--- src/rtl/data_memory_ctrl.sv ---
// Word-organised data memory behind valid/ready request and response channels, one access in flight.
// Define DMEM_BYTE_WRITE_EN to add the req_wstrb port and per-byte store masking.
module data_memory_ctrl #(
  parameter int DATA_WIDTH = 32,
  parameter int DEPTH_LOG2 = 3,
  parameter int ADDR_WIDTH = 32
) (
  input  logic                    CLK,
  input  logic                    RSTN,
  input  logic                    req_valid,
  output logic                    req_ready,
  input  logic                    req_write,
  input  logic [ADDR_WIDTH-1:0]   req_addr,
  input  logic [DATA_WIDTH-1:0]   req_wdata,
`ifdef DMEM_BYTE_WRITE_EN
  input  logic [DATA_WIDTH/8-1:0] req_wstrb,
`endif
  output logic                    resp_valid,
  input  logic                    resp_ready,
  output logic [DATA_WIDTH-1:0]   resp_rdata,
  output logic                    resp_err
);

  localparam int NBYTES = DATA_WIDTH / 8;
  localparam int OFF    = $clog2(NBYTES);
  localparam int DEPTH  = 1 << DEPTH_LOG2;
  localparam logic [ADDR_WIDTH-1:0] ALIGN_MASK = ADDR_WIDTH'((64'd1 << OFF) - 64'd1);

  typedef enum logic [1:0] {IDLE, ACCESS, RESP} state_t;

  state_t                  state_q;
  logic                    write_q;
  logic [ADDR_WIDTH-1:0]   addr_q;
  logic [DATA_WIDTH-1:0]   wdata_q;
`ifdef DMEM_BYTE_WRITE_EN
  logic [NBYTES-1:0]       wstrb_q;
`endif
  logic                    resp_valid_q;
  logic [DATA_WIDTH-1:0]   resp_rdata_q;
  logic                    resp_err_q;

  logic [DATA_WIDTH-1:0]   mem_q [DEPTH];

  logic                    access_err;
  logic [DEPTH_LOG2-1:0]   word_idx;
  logic                    do_write;

  // Range check: every address bit above the word-index field must be zero.
  assign access_err = ((addr_q & ALIGN_MASK) != '0) ||
                      ((addr_q >> (OFF + DEPTH_LOG2)) != '0);
  assign word_idx   = addr_q[OFF +: DEPTH_LOG2];
  assign do_write   = (state_q == ACCESS) && write_q && !access_err;

  assign req_ready  = (state_q == IDLE);
  assign resp_valid = resp_valid_q;
  assign resp_rdata = resp_rdata_q;
  assign resp_err   = resp_err_q;

  always_ff @(posedge CLK or negedge RSTN) begin
    if (!RSTN) begin
      state_q      <= IDLE;
      write_q      <= 1'b0;
      addr_q       <= '0;
      wdata_q      <= '0;
`ifdef DMEM_BYTE_WRITE_EN
      wstrb_q      <= '0;
`endif
      resp_valid_q <= 1'b0;
      resp_rdata_q <= '0;
      resp_err_q   <= 1'b0;
    end else begin
      case (state_q)
        IDLE: begin
          if (req_valid) begin
            write_q <= req_write;
            addr_q  <= req_addr;
            wdata_q <= req_wdata;
`ifdef DMEM_BYTE_WRITE_EN
            wstrb_q <= req_wstrb;
`endif
            state_q <= ACCESS;
          end
        end
        ACCESS: begin
          resp_valid_q <= 1'b1;
          resp_err_q   <= access_err;
          resp_rdata_q <= (write_q || access_err) ? '0 : mem_q[word_idx];
          state_q      <= RESP;
        end
        RESP: begin
          if (resp_ready) begin
            resp_valid_q <= 1'b0;
            resp_rdata_q <= '0;
            resp_err_q   <= 1'b0;
            state_q      <= IDLE;
          end
        end
        default: state_q <= IDLE;
      endcase
    end
  end

  // Storage is never reset; a reset during ACCESS leaves state_q in IDLE so the store is dropped.
`ifdef DMEM_BYTE_WRITE_EN
  always_ff @(posedge CLK) begin
    if (do_write) begin
      for (int b = 0; b < NBYTES; b++) begin
        if (wstrb_q[b]) mem_q[word_idx][b*8 +: 8] <= wdata_q[b*8 +: 8];
      end
    end
  end
`else
  always_ff @(posedge CLK) begin
    if (do_write) mem_q[word_idx] <= wdata_q;
  end
`endif

endmodule

--- config.mk ---
export PLATFORM = sky130hd
export DESIGN_NAME = data_memory_ctrl
export DESIGN_NICKNAME = d
export VERILOG_FILES = /design/src/rtl/data_memory_ctrl.sv
export SDC_FILE = /design/constraint.sdc
export NUM_CORES = 1
export LEC_CHECK = 0
export BUFFER_PORTS_ARGS = -buffer_cell sky130_fd_sc_hd__buf_2
export CAP_MARGIN = 5
export CORE_ASPECT_RATIO = 0.9
export CORE_MARGIN = 5
export CORE_UTILIZATION = 54
export DETAILED_ROUTE_END_ITERATION = 7
export PLACE_DENSITY = 0.76
export SLEW_MARGIN = 20
export SYNTH_ARGS = -nofsm -noshare
export SYNTH_HDL_FRONTEND = slang
export SYNTH_SLANG_ARGS = --single-unit
--- constraint.sdc ---
create_clock -name CLK -period 5 [get_ports CLK]
set_input_delay 0.75 -clock CLK [delete_from_list [all_inputs] [get_ports CLK]]
set_output_delay 0.75 -clock CLK [all_outputs]
set_load 0.01 [all_outputs]
==> out/qor.yml <==
outcome:
  status: "complete, no violations"
die:
  core-area_um2: 24400
  num_rows: 54
  fp.dieArea_um2: 28100
  ios: 104
  dieWidth_um: 176
  initial_core_util: 0.551
  die_y_um: 160
power:
  ir_worst_vdd_v: 0.000326
  p_sw_frac: 0.266
  p_per_area_nw_per_um2: 546
  leakage_nw: 5.65
  power.net_switching_mw: 2.24
  clock_power_share: 0.298
  internal-power_mw: 6.17
  share_seq_of_total_power: 0.511
  combPwrFrac: 0.191
final_layout:
  layout-drive-gt1-share: 0.388
  final_cells: 1132
  diodes: 0
  syn2layout_area_growth_pct: 14.8
  num-nets-final: 839
  final_util: 0.632
clocking:
  cts_buffer_depth: 3
  cts_tree: "done"
  clk_pin_slew_ps: 60
  cts_setup_buffers: 0
  insertion_delay_ps: 500
  cts_root_buf: "clkbuf_16"
  post_cts_resized: 0
  cts_made_buffers: 35
  hold_buffers: 0
  htree_levels: 2
  cts.sinks: 357
routing:
  vias_per_cell: 5.71
  num_vias: 6467
  drt_wl_total_um: 25800
  drt_iter0_drc: 536
  drt_pass1_iterations: 5
  drcViolationCount: 0
  ant_nets: 0
  drt-wirelength-per-cell_um: 22.8
yosys:
  synth_top_family_by_area: "multiplexers"
  yosys.area.top_type: "edfxtp_1"
  synth_cell_types: 27
  synth-seq-cells: 357
  ys.flop_type: "edfxtp_1"
  synth_xor_area_frac: 0
  yosys_warnings: 0
  synth_top_area_frac: 0.572
  yosys-mux-area-fraction: 0.185
  syn_nets: 726
  syn_area_um2: 13400
  ys_top_cells_by_area: "edfxtp_1 (57%), dfrtp_1 (19%), mux4_2 (11%), mux2_2 (5.4%), mux2i_1 (2.4%)"
  syn_area_per_cell_um2: 20.4
  synth_edf_count: 256
  async_flop_share: 0.283
  ys_seq_area_frac: 0.761
  synth_fa_ha_area_frac: 0
  synth_compound_area_frac: 0.0142
  synthSimpleGateAreaFrac: 0.0274
  netlist_instances: 657
sta:
  fin_ws_ps: 2330
  rsz0062_at_grt: "false"
  fmax_mhz: 375
  tightest_slew_ps: 1020
  min_period_over_period: 0.534
  holdWs_ps: 309
  skew_ps: 14.0
  max_slew_margin: 0.320
  setup_viol: 0
  slew_violations: 0
  period_minus_slack_ps: 2670
  fin_tns_setup_ps: 0
  finalHoldViolations: 0
flow_run:
  cap_violations: 0
worst_setup_path:
  reg2regPathDepth: 4
  reg2reg_setup_slack_ps: 2330
  worstReg2RegStart: "addr_q[23]"
  required_ps: 5110
  worstReg2RegEnd: "mem_q[4][28]"
  cp_max_fo: 32
  worstSetupStartpointType: "register"
  endpoint_kind: "register"
  crit_type: "register to register"
  cp.arrival_ps: 2780
global_route:
  track_usage: 0.186
  grt_max_degree: 68
  grt_pass1_vias: 6932
  grt_pass1_wl_um: 40400
  overflow: 0
  antenna_found_initial: 0
place:
  portBuffers: 103
  place.detailed.hpwl_um: 14200
  place_ws_ps: 2340
  gp_congestion: 0.717
  dp.cells: 1068
worst_hold_path:
  hold_class: "input port to async pin"
registers in the layout (all words and copies together), names as in the netlist:
signal / count
resp_rdata: 32
wdata_q: 32
resp_valid: 1
resp_err: 1
state_q: 2
addr_q: 32
mem_q: 256
write_q: 1
through the flow:
step	area, um^2	power (mW)
6_report	15400	8.41
5_1_grt	15400	8.80
4_1_cts	15400	8.47
3_5_place_dp	14300	5.95
3_3_place_gp	14300	5.83
2_1_floorplan	13400	5.47
per-layer routing:
metal | GRT usage | routed length (um)
met1 | 0.263 | 10800
met2 | 0.305 | 13100
met3 | 0.0338 | 1460
met4 | 0.0478 | 498
met5 | 0 | 0
layout make-up:
type,instances,area (um^2)
clock buffers,49,1020
clock inverters,14,91.3
fillers,1694,8970
inverters,2,8.76
multi-input cells,265,3070
flip-flops and latches,357,10200
well taps,336,420
repair buffers,109,583
cells by family (layout without fill, tap and decap cells):
family | count (synthesis) | in the layout
simple gates | 67 | 67
compound gates | 38 | 38
flops | 357 | 357
mux | 160 | 160
buf+inv | 35 | 174
critical path, cell delays in order, from the launching register on:
cell and delay [ps]:
dfrtp_1 390, nor4_1 390, nand4_2 260, nor3_1 300, and3_2 930
how the worst max path moves through the flow:
stage,startpoint,end,slack [ps],cells past startpoint
detailed placement,addr_q[23],mem_q[6][19],2340,4
floorplan,addr_q[4],mem_q[5][0],320,5
global placement,addr_q[2],resp_rdata[26],2400,4
global route,addr_q[2],resp_rdata[28],2150,4
finish,addr_q[23],mem_q[4][28],2330,4
CTS,addr_q[2],resp_rdata[24],2300,4
layout by cell type (no fill, tap or decap), drive strengths merged, types with 2 or more instances in the layout:
cell type,count
buf,109
clkinv,13
clkbuf,49
nand2,36
o21ai,35
nor2b,2
and3,3
edfxtp,256
nand4,3
mux2,64
and2,3
nor3,3
nor4,8
a21oi,3
nand2b,2
dfrtp,101
mux4,64
mux2i,32
nor2,4
power by group through the flow:
stage | logic (mW) | clock network, mW | registers (mW)
6_report | 1.61 | 2.51 | 4.30
5_1_grt | 1.74 | 2.68 | 4.38
4_1_cts | 1.61 | 2.55 | 4.31
3_5_place_dp | 1.59 | 0 | 4.36
3_3_place_gp | 1.54 | 0 | 4.29
2_1_floorplan | 1.37 | 0 | 4.10
cells in the mapped netlist, types with 3 or more instances:
| cell | instances |
|---|---|
| buf_6 | 3 |
| buf_2 | 15 |
| a21oi_1 | 3 |
| edfxtp_1 | 256 |
| clkbuf_1 | 14 |
| nor4_2 | 5 |
| and3_1 | 3 |
| dfrtp_1 | 101 |
| nand2_1 | 36 |
| mux2i_1 | 32 |
| o21ai_0 | 5 |
| and2_1 | 3 |
| nor3_1 | 3 |
| o21ai_1 | 30 |
| mux2_2 | 64 |
| mux4_2 | 64 |
| nor4_1 | 3 |
| nor2_1 | 4 |
No activity file was read; power rests on OpenSTA's default activity.
